File: src/rtl/uart_frame_scheduler.sv
`default_nettype none
// +----------------------------------------------------------------------------+
// | Module  : uart_frame_scheduler                                             |
// | Purpose : Round-robin framing of vitals/temperature packets into the UART. |
// | Rev     : 1.0  initial release                                             |
// +----------------------------------------------------------------------------+
module uart_frame_scheduler #(
  parameter logic [7:0] SYNC_BYTE      = 8'hA5,
  parameter logic [7:0] ID_VITALS      = 8'h01,
  parameter logic [7:0] ID_TEMP        = 8'h02,
  parameter int         TIMEOUT_CYCLES = 20000,
  parameter int         TO_W           = 15
) (
  input  logic        clk_1MHz,
  input  logic        rst,
  input  logic        vitals_req,
  input  logic [15:0] vitals_hr,
  input  logic [7:0]  vitals_spo2,
  input  logic        temp_req,
  input  logic [15:0] temp_value,
  output logic        vitals_ack,
  output logic        temp_ack,
  output logic        uart_send,
  output logic [7:0]  uart_data,
  input  logic        uart_tx_done,
  output logic        busy,
  output logic        frame_done,
  output logic        timeout_err
);

  localparam logic [2:0] c_S_IDLE  = 3'd0;
  localparam logic [2:0] c_S_GRANT = 3'd1;
  localparam logic [2:0] c_S_SEND  = 3'd2;
  localparam logic [2:0] c_S_WAIT  = 3'd3;
  localparam logic [2:0] c_S_NEXT  = 3'd4;
  localparam logic [2:0] c_S_DONE  = 3'd5;

  localparam logic c_SRC_VITALS = 1'b0;
  localparam logic c_SRC_TEMP   = 1'b1;

  localparam logic [7:0]      c_EOF_BYTE = 8'h0A;
  localparam logic [TO_W-1:0] c_TO_LIMIT = TO_W'(TIMEOUT_CYCLES - 1);
  localparam logic [TO_W-1:0] c_TO_ONE   = TO_W'(1);

  logic [2:0]      r_state;
  logic [2:0]      r_idx;
  logic [TO_W-1:0] r_to_cnt;
  logic            r_last_grant;
  logic            r_type;
  logic [15:0]     r_hr;
  logic [7:0]      r_spo2;
  logic [15:0]     r_temp;
  logic [7:0]      r_uart_data;
  logic            r_timeout_err;

  logic            w_pick_temp;
  logic [2:0]      w_sel_idx;
  logic [7:0]      w_chk;
  logic [7:0]      w_next_byte;
  logic            w_last_byte;
  logic [TO_W-1:0] w_to_inc;

  // On a tie the requester that did not win last time is served.
  assign w_pick_temp = temp_req && (!vitals_req || (r_last_grant == c_SRC_VITALS));
  assign w_to_inc    = r_to_cnt + c_TO_ONE;

  always_comb begin
    w_sel_idx   = (r_state == c_S_GRANT) ? 3'd0 : r_idx + 3'd1;
    w_chk       = 8'h00;
    w_next_byte = c_EOF_BYTE;
    w_last_byte = 1'b0;
    if (r_type == c_SRC_VITALS) begin
      w_chk       = ID_VITALS + r_hr[7:0] + r_hr[15:8] + r_spo2;
      w_last_byte = (r_idx == 3'd6);
      case (w_sel_idx)
        3'd0:    w_next_byte = SYNC_BYTE;
        3'd1:    w_next_byte = ID_VITALS;
        3'd2:    w_next_byte = r_hr[7:0];
        3'd3:    w_next_byte = r_hr[15:8];
        3'd4:    w_next_byte = r_spo2;
        3'd5:    w_next_byte = w_chk;
        default: w_next_byte = c_EOF_BYTE;
      endcase
    end else begin
      w_chk       = ID_TEMP + r_temp[7:0] + r_temp[15:8];
      w_last_byte = (r_idx == 3'd5);
      case (w_sel_idx)
        3'd0:    w_next_byte = SYNC_BYTE;
        3'd1:    w_next_byte = ID_TEMP;
        3'd2:    w_next_byte = r_temp[7:0];
        3'd3:    w_next_byte = r_temp[15:8];
        3'd4:    w_next_byte = w_chk;
        default: w_next_byte = c_EOF_BYTE;
      endcase
    end
  end

  always_ff @(posedge clk_1MHz or posedge rst) begin
    if (rst) begin
      r_state       <= c_S_IDLE;
      r_idx         <= 3'd0;
      r_to_cnt      <= '0;
      r_last_grant  <= c_SRC_TEMP;
      r_type        <= c_SRC_VITALS;
      r_hr          <= 16'h0000;
      r_spo2        <= 8'h00;
      r_temp        <= 16'h0000;
      r_uart_data   <= 8'h00;
      r_timeout_err <= 1'b0;
    end else begin
      r_timeout_err <= 1'b0;
      case (r_state)
        c_S_IDLE: begin
          if (vitals_req || temp_req) begin
            r_state      <= c_S_GRANT;
            r_type       <= w_pick_temp ? c_SRC_TEMP : c_SRC_VITALS;
            r_last_grant <= w_pick_temp ? c_SRC_TEMP : c_SRC_VITALS;
            if (w_pick_temp) begin
              r_temp <= temp_value;
            end else begin
              r_hr   <= vitals_hr;
              r_spo2 <= vitals_spo2;
            end
          end
        end
        c_S_GRANT: begin
          r_idx       <= 3'd0;
          r_uart_data <= w_next_byte;
          r_state     <= c_S_SEND;
        end
        c_S_SEND: begin
          r_to_cnt <= '0;
          r_state  <= c_S_WAIT;
        end
        c_S_WAIT: begin
          r_to_cnt <= w_to_inc;
          if (uart_tx_done) begin
            r_state <= w_last_byte ? c_S_DONE : c_S_NEXT;
          end else if (w_to_inc == c_TO_LIMIT) begin
            // Frame is dropped outright; the requester must ask again.
            r_timeout_err <= 1'b1;
            r_idx         <= 3'd0;
            r_state       <= c_S_IDLE;
          end
        end
        c_S_NEXT: begin
          r_idx       <= r_idx + 3'd1;
          r_uart_data <= w_next_byte;
          r_state     <= c_S_SEND;
        end
        c_S_DONE: begin
          r_idx   <= 3'd0;
          r_state <= c_S_IDLE;
        end
        default: r_state <= c_S_IDLE;
      endcase
    end
  end

  assign vitals_ack  = (r_state == c_S_GRANT) && (r_type == c_SRC_VITALS);
  assign temp_ack    = (r_state == c_S_GRANT) && (r_type == c_SRC_TEMP);
  assign uart_send   = (r_state == c_S_SEND);
  assign busy        = (r_state == c_S_GRANT) || (r_state == c_S_SEND) ||
                       (r_state == c_S_WAIT)  || (r_state == c_S_NEXT);
  assign frame_done  = (r_state == c_S_DONE);
  assign timeout_err = r_timeout_err;
  assign uart_data   = r_uart_data;

endmodule
`default_nettype wire
File: config.mk
export PLATFORM = sky130hd
export DESIGN_NAME = uart_frame_scheduler
export DESIGN_NICKNAME = d
export VERILOG_FILES = /design/src/rtl/uart_frame_scheduler.sv
export SDC_FILE = /design/constraint.sdc
export NUM_CORES = 1
export LEC_CHECK = 0
export ABC_CLOCK_PERIOD_IN_PS = 2740
export CORE_ASPECT_RATIO = 0.75
export CORE_MARGIN = 1.5
export CORE_UTILIZATION = 40
export CTS_CLUSTER_SIZE = 25
export DETAILED_ROUTE_END_ITERATION = 8
export GPL_ROUTABILITY_DRIVEN = 0
export PLACE_DENSITY = 0.72
export SLEW_MARGIN = 20
export SYNTH_ARGS = -nofsm -noshare
export SYNTH_HDL_FRONTEND = slang
export SYNTH_SLANG_ARGS = --single-unit
File: constraint.sdc
create_clock -name clk_1MHz -period 2.74 [get_ports clk_1MHz]
set_input_delay 0.822 -clock clk_1MHz [delete_from_list [all_inputs] [get_ports clk_1MHz]]
set_output_delay 0.822 -clock clk_1MHz [all_outputs]
set_load 0.03 [all_outputs]
Yosys cells after proc, flatten, opt, wreduce, memory -nomap -nowiden:

Index checks and enable logic that the tools add are counted.

* logic and storage cells: 74
* output and inout port bits: 14
* register bits: 72
* input bits: 45

* reduce and logical (&&, ||, !) cells: 20
* multiplexer cells: 17
* equality and inequality tests: 17
* $add $sub $neg: 7
* bitwise operators: 3

Operators with widths (number)
* 8-bit one-hot mux with 6 select lines: 1
* 8-bit one-hot mux with 5 select lines: 1
* 15-bit one-hot mux with 2 select lines: 1
* 8-bit adder: 3
* 3-bit == test (second input constant): 6
* 15-bit by 1-bit adder with 15-bit output (second input constant): 1
* 15-bit == test (second input constant): 1
* 3-bit two-way mux: 5
* 3-bit by 2-bit == test with 1-bit output (second input constant): 4
* 3-bit one-hot mux with 4 select lines: 1
* 3-bit one-hot mux with 3 select lines: 1
* 3-bit AND reduction: 3
* 1-bit by 8-bit adder with 8-bit output (first input constant): 1
* 2-bit by 8-bit adder with 8-bit output (first input constant): 1
* 8-bit two-way mux: 1
* 3-bit by 1-bit == test with 1-bit output (second input constant): 2
* 3-bit zero test: 2
* 1-bit two-way mux: 6
* 2-bit != test (second input constant): 3
* 1-bit logical OR: 5
* 2-bit AND reduction: 2
* 2-bit OR reduction: 2
* 3-bit by 1-bit adder with 3-bit output (second input constant): 1
* 1-bit logical AND: 3
* 5 further kinds: 7

Depth between registers and ports, before layout:

* word-level depth: 5
* depth in mapped cells: 12

Least setup slack after synthesis:

No wires, ideal clock.

* kind: flip-flop to flip-flop
* from: register r_hr[1]
* to: register r_uart_data[4] (netlist: uart_data[4])
* library setup time: 126 ps
* clock period less this slack: 2448 ps
* slack: 292 ps
* data required time: 2614 ps
* data arrival time: 2322 ps
* path buffers: 0
* cell stages (with the launch flop): 9
* cell sequence: dfrtp_1 > fa_1 > fa_1 > a21o_1 > a21oi_1 > xnor2_1 > a22oi_1 > o21ai_0 > a221o_1

* word-level cells in the longest chain between the ends: 5

Ends and longest elaborated chain
* start: declaration: line 50 `logic [15:0] r_hr;`
* start signal: assignment: line 121 `r_hr <= vitals_hr;`
* 1-bit by 8-bit adder with 8-bit output: line 73 `w_chk = ID_VITALS + r_hr[7:0] + r_hr[15:8] + r_spo2;`
* 8-bit adder (2 in a row): line 73
* 8-bit one-hot mux with 6 select lines: line 75 `case (w_sel_idx)`
* 8-bit two-way mux: line 72 `if (r_type == c_SRC_VITALS) begin`
* end signal: assignment: line 128 `r_uart_data <= w_next_byte;`
* end signal: assignment: line 148 `r_uart_data <= w_next_byte;`
* end: declaration: line 53 `logic [7:0] r_uart_data;`

Every way passes these cells.
A chain may end at the register's enable or synchronous reset.

Worst setup path after layout:

* from: register r_state[1]
* to: output port busy

* word-level cells in the longest chain between the ends: 4
* elaborated cells on any way between the ends: 7
* classes of those cells: 4 x eq/ne; 3 x reduce/logical

Ends and longest elaborated chain
* start: declaration: line 45 `logic [2:0] r_state;`
* start signal: assignment: line 100 `r_state <= c_S_IDLE;`
* start signal: assignment: line 115 `r_state <= c_S_GRANT;`
* start signal: assignment: line 129 `r_state <= c_S_SEND;`
* 3-bit by 1-bit == test with 1-bit output / 3-bit by 2-bit == test with 1-bit output (equally long branches): line 163 `assign busy = (r_state == c_S_GRANT) || (r_state == c_S_SEND) ||`
* 1-bit logical OR (2 in a row): line 163
* 1-bit logical OR (*): line 164 `(r_state == c_S_WAIT) || (r_state == c_S_NEXT);`
* end: declaration: line 26 `output logic busy,`

Every way passes the cells marked *; elsewhere a longest branch is shown, timed or not.

==> flow_summary_export.csv <==
group,metric,value,unit
timing,finalSetupViolCount,0,
yosys,syn_area_per_cell,9.805,µm²
pwr,seq_power_share,0.251,
grt,grt_max_degree,28,
timing,finalSetupTns,0,ps
place,placed_cells,663,
floorplan,initial_utilization,0.4167,
pwr,leakagePower,2.428,nW
critical_path,critical_path_class,"reg -> out",
pwr,switchingPower,0.003469,W
yosys,ys_ff_latch,72,
timing,hold_violations,0,
critical_path,crit_required,1920,ps
clock_tree,clk_latency,340,ps
place,io_buffers,58,
floorplan,die_y,96.16,µm
yosys,synth_edf_count,0,
yosys,synth_common_cells,"dfrtp_1 (71), nand2_1 (43), mux2_2 (41)",
critical_path,critPathLaunchType,"flip-flop",
yosys,yosys.area.top_type,"dfrtp_1",
place,dpl.hpwl,8.754,mm
critical_path,arrival,1760,ps
yosys,synth_most_common_cell,"dfrtp_1",
finish,design_area,5781,µm²
finish,layout.nets,611,
routing,ant_nets,0,
timing,period_minus_slack,2583,ps
hold_path,hold_class,"reg -> reg",
yosys,synth_ff_type,"dfrtp_1",
pwr,power,0.007860,W
routing,vias_per_cell,5.816,
grt,grtUsageTotal,0.2124,
grt,grt.overflow.total,0,
clock_tree,numCtsBuffers,9,
timing,maxSlewViolCount,0,
job,drv_cap,0,
timing,fmax,387.1,MHz
finish,n_fill_cell,1000,
pwr,power.share.switching,0.4413,
grt,grt_pass1_wl,20.11,mm
floorplan,dieArea,12230,µm²
yosys,yosysTopAreaCellShare,0.3839,
finish,seqCellArea,1803,µm²
critical_path,cp_common_cell,"buf_4",
pwr,clkPwrFrac,0.162,
clock_tree,clock_path_buffers,2,
timing,clock_skew,6.555,ps
finish,multi_input_area,2668,µm²
clock_tree,root_buffer,"clkbuf_16",
timing,post-route-period-util,0.9428,
critical_path,crit_path_top_delay_cell,"dfrtp_1",
pwr,vdd.ir_drop.worst,0.6358,mV
critical_path,slowest_delay,470,ps
yosys,synth_area_leaders,"dfrtp_1 (38%), mux2_2 (10%), ha_1 (6.5%)",
routing,dr_total_vias,3949,
floorplan,dieWidth,127.2,µm
timing,worst_pin_slew,916.4,ps
yosys,synthDistinctLibCells,62,
routing,post_drt_wl_per_cell,17.56,µm
grt,antenna_found_initial,0,
yosys,syn_area,4628,µm²
routing,firstDrtPassIters,7,
clock_tree,tritoncts,"built",
routing,drtIter0Drc,297,
yosys,synth_seq_area_share,0.3896,
floorplan,ios,59,
place,placed_area,5445,µm²
routing,drt-total-wl,11.92,mm
floorplan,rows,33,
routing,drc,0,
grt,grt_pass1_vias,3877,
clock_tree,cts-htree-levels,3,
finish,drive_gt1_frac,0.1688,
clock_tree,clk_pin_slew,60,ps
yosys,synthArstFlopShare,1.000,
pwr,p_per_area,1360,nW/µm²
pwr,p_int,0.004391,W
status,status,"completed",
timing,relSlewSlack,0.3835,
finish,antenna_cells,0,
critical_path,crit_chain,"buf_4 -> nor2_1 -> xnor2_1 -> buf_4",
pwr,combPwrFrac,0.587,
yosys,synth_nets,549,
timing,rsz0062_at_grt,"no",
critical_path,crit_path_end_kind,"output port",
critical_path,path_max_fanout,9,
clock_tree,numClockSinks,72,
floorplan,fp.coreArea,11110,µm²
clock_tree,cts_setup_buffers,0,
critical_path,cp_top_family,"flip-flops",
finish,stdcell_count,679,
finish,area_delta_synth_final,24.90,%
critical_path,path_buf_inv,2,
yosys,yosysWarnings,0,
yosys,synth_cells,472,
[power groups by stage]
stage / registers [W] / clock network (W) / logic (W)
final: 0.00197 / 0.00127 / 0.00462
after floorplan: 0.00186 / 0 / 0.00333
after global routing: 0.00203 / 0.00135 / 0.00510
after detailed placement: 0.00198 / 0 / 0.00446
after global placement: 0.00195 / 0 / 0.00430
after CTS: 0.00196 / 0.00130 / 0.00454
[layout by cell type (no fill, tap or decap), types with 3 or more instances in the layout]
cell             synthesis  final
o211ai_1                 4      4
a21oi_1                 25     25
clkdlybuf4s50_1          0     54
a211oi_1                 9      9
dfrtp_1                 71     71
xor2_1                   3      3
a221o_1                  5      5
xnor2_1                 14     14
nor3_1                   8      8
fa_1                     8      8
nor4_1                   4      4
buf_4                    0     18
a31oi_1                  4      4
o31ai_1                  7      7
nand2b_1                 6      6
nor2b_1                  3      3
mux2_2                  41     41
mux2i_1                 10     10
clkbuf_16                0      9
a22oi_1                  3      3
or3_1                    4      4
nand2_1                 43     43
buf_12                   0      3
ha_1                    24     24
inv_1                   20     19
a221oi_1                 6      6
o21ai_0                 37     37
nor2_1                  34     34
a21o_1                   7      7
nand3_1                  7      7
[flip-flops by register name, indices dropped and copies added (netlist names)]
register / flops
r_hr: 16
r_idx: 3
r_last_grant: 1
r_spo2: 8
r_state: 3
r_temp: 16
r_to_cnt: 15
r_type: 1
timeout_err: 1
uart_data: 8
[cell families (layout without fill, tap and decap cells)]
family,count (synthesis),in the layout,share of synthesized area
xor gates and xnor gates,17,17,0.03217
and+or+nand+nor,123,123,0.1300
muxes,51,51,0.1214
DFF,72,72,0.3896
buffers and inverters,45,112,0.03731
adders and majority gates,32,32,0.09949
AOI/OAI and AO/OA,132,132,0.1901
[per-layer routing]
metal	GRT usage	up-vias	share of wire
li1	-	1851	-
met1	0.3015	1920	0.48
met2	0.3279	152	0.44
met3	0.04336	26	0.059
met4	0.06439	0	0.018
met5	0	-	0
[worst reg2reg max path: stages (launching register included)]
cell and delay, ps:
dfrtp_1 410, fa_1 540, fa_1 490, a21o_1 200, a21oi_1 170, xnor2_1 80
a22oi_1 150, o21ai_0 110, a221o_1 310
[layout make-up]
class / instances / area share
clock buffer: 9 / 0.03896
clock inverter: 7 / 0.01645
inverter: 21 / 0.01364
multi-input combinational: 355 / 0.4615
sequential: 72 / 0.3119
tap: 140 / 0.03030
timing repair buffer: 75 / 0.1273
[stage by stage]
stage | utilization | setup WS, ps | hold slack (ps)
after global routing | 0.5204 | 4.165 | 534.8
after floorplan | - | 94.74 | 462.5
after detailed placement | 0.4903 | 184.9 | 497.5
after global placement | 0.4903 | 217.9 | 488.3
after CTS | 0.5191 | 95.04 | 506.2
final | 0.5204 | 156.7 | 502.8
[final timing paths]
check	startpoint	end	slack, ps	depth (start not counted)
min in group asynchronous	rst	r_to_cnt[0]	830	2
setup reg to reg	r_hr[1]	uart_data[4]	160	8
hold / removal	r_to_cnt[14]	r_to_cnt[14]	500	1
setup / recovery	r_state[1]	busy	160	4
hold reg to reg	r_to_cnt[14]	r_to_cnt[14]	500	1
max in group asynchronous	rst	r_temp[13]	1380	3
[timing repair]
item	CTS	global route
gates resized for setup	0	2
endpoints found under the setup margin	0	2
hold buffers	0	0
Power figures use the tool's default switching activity.
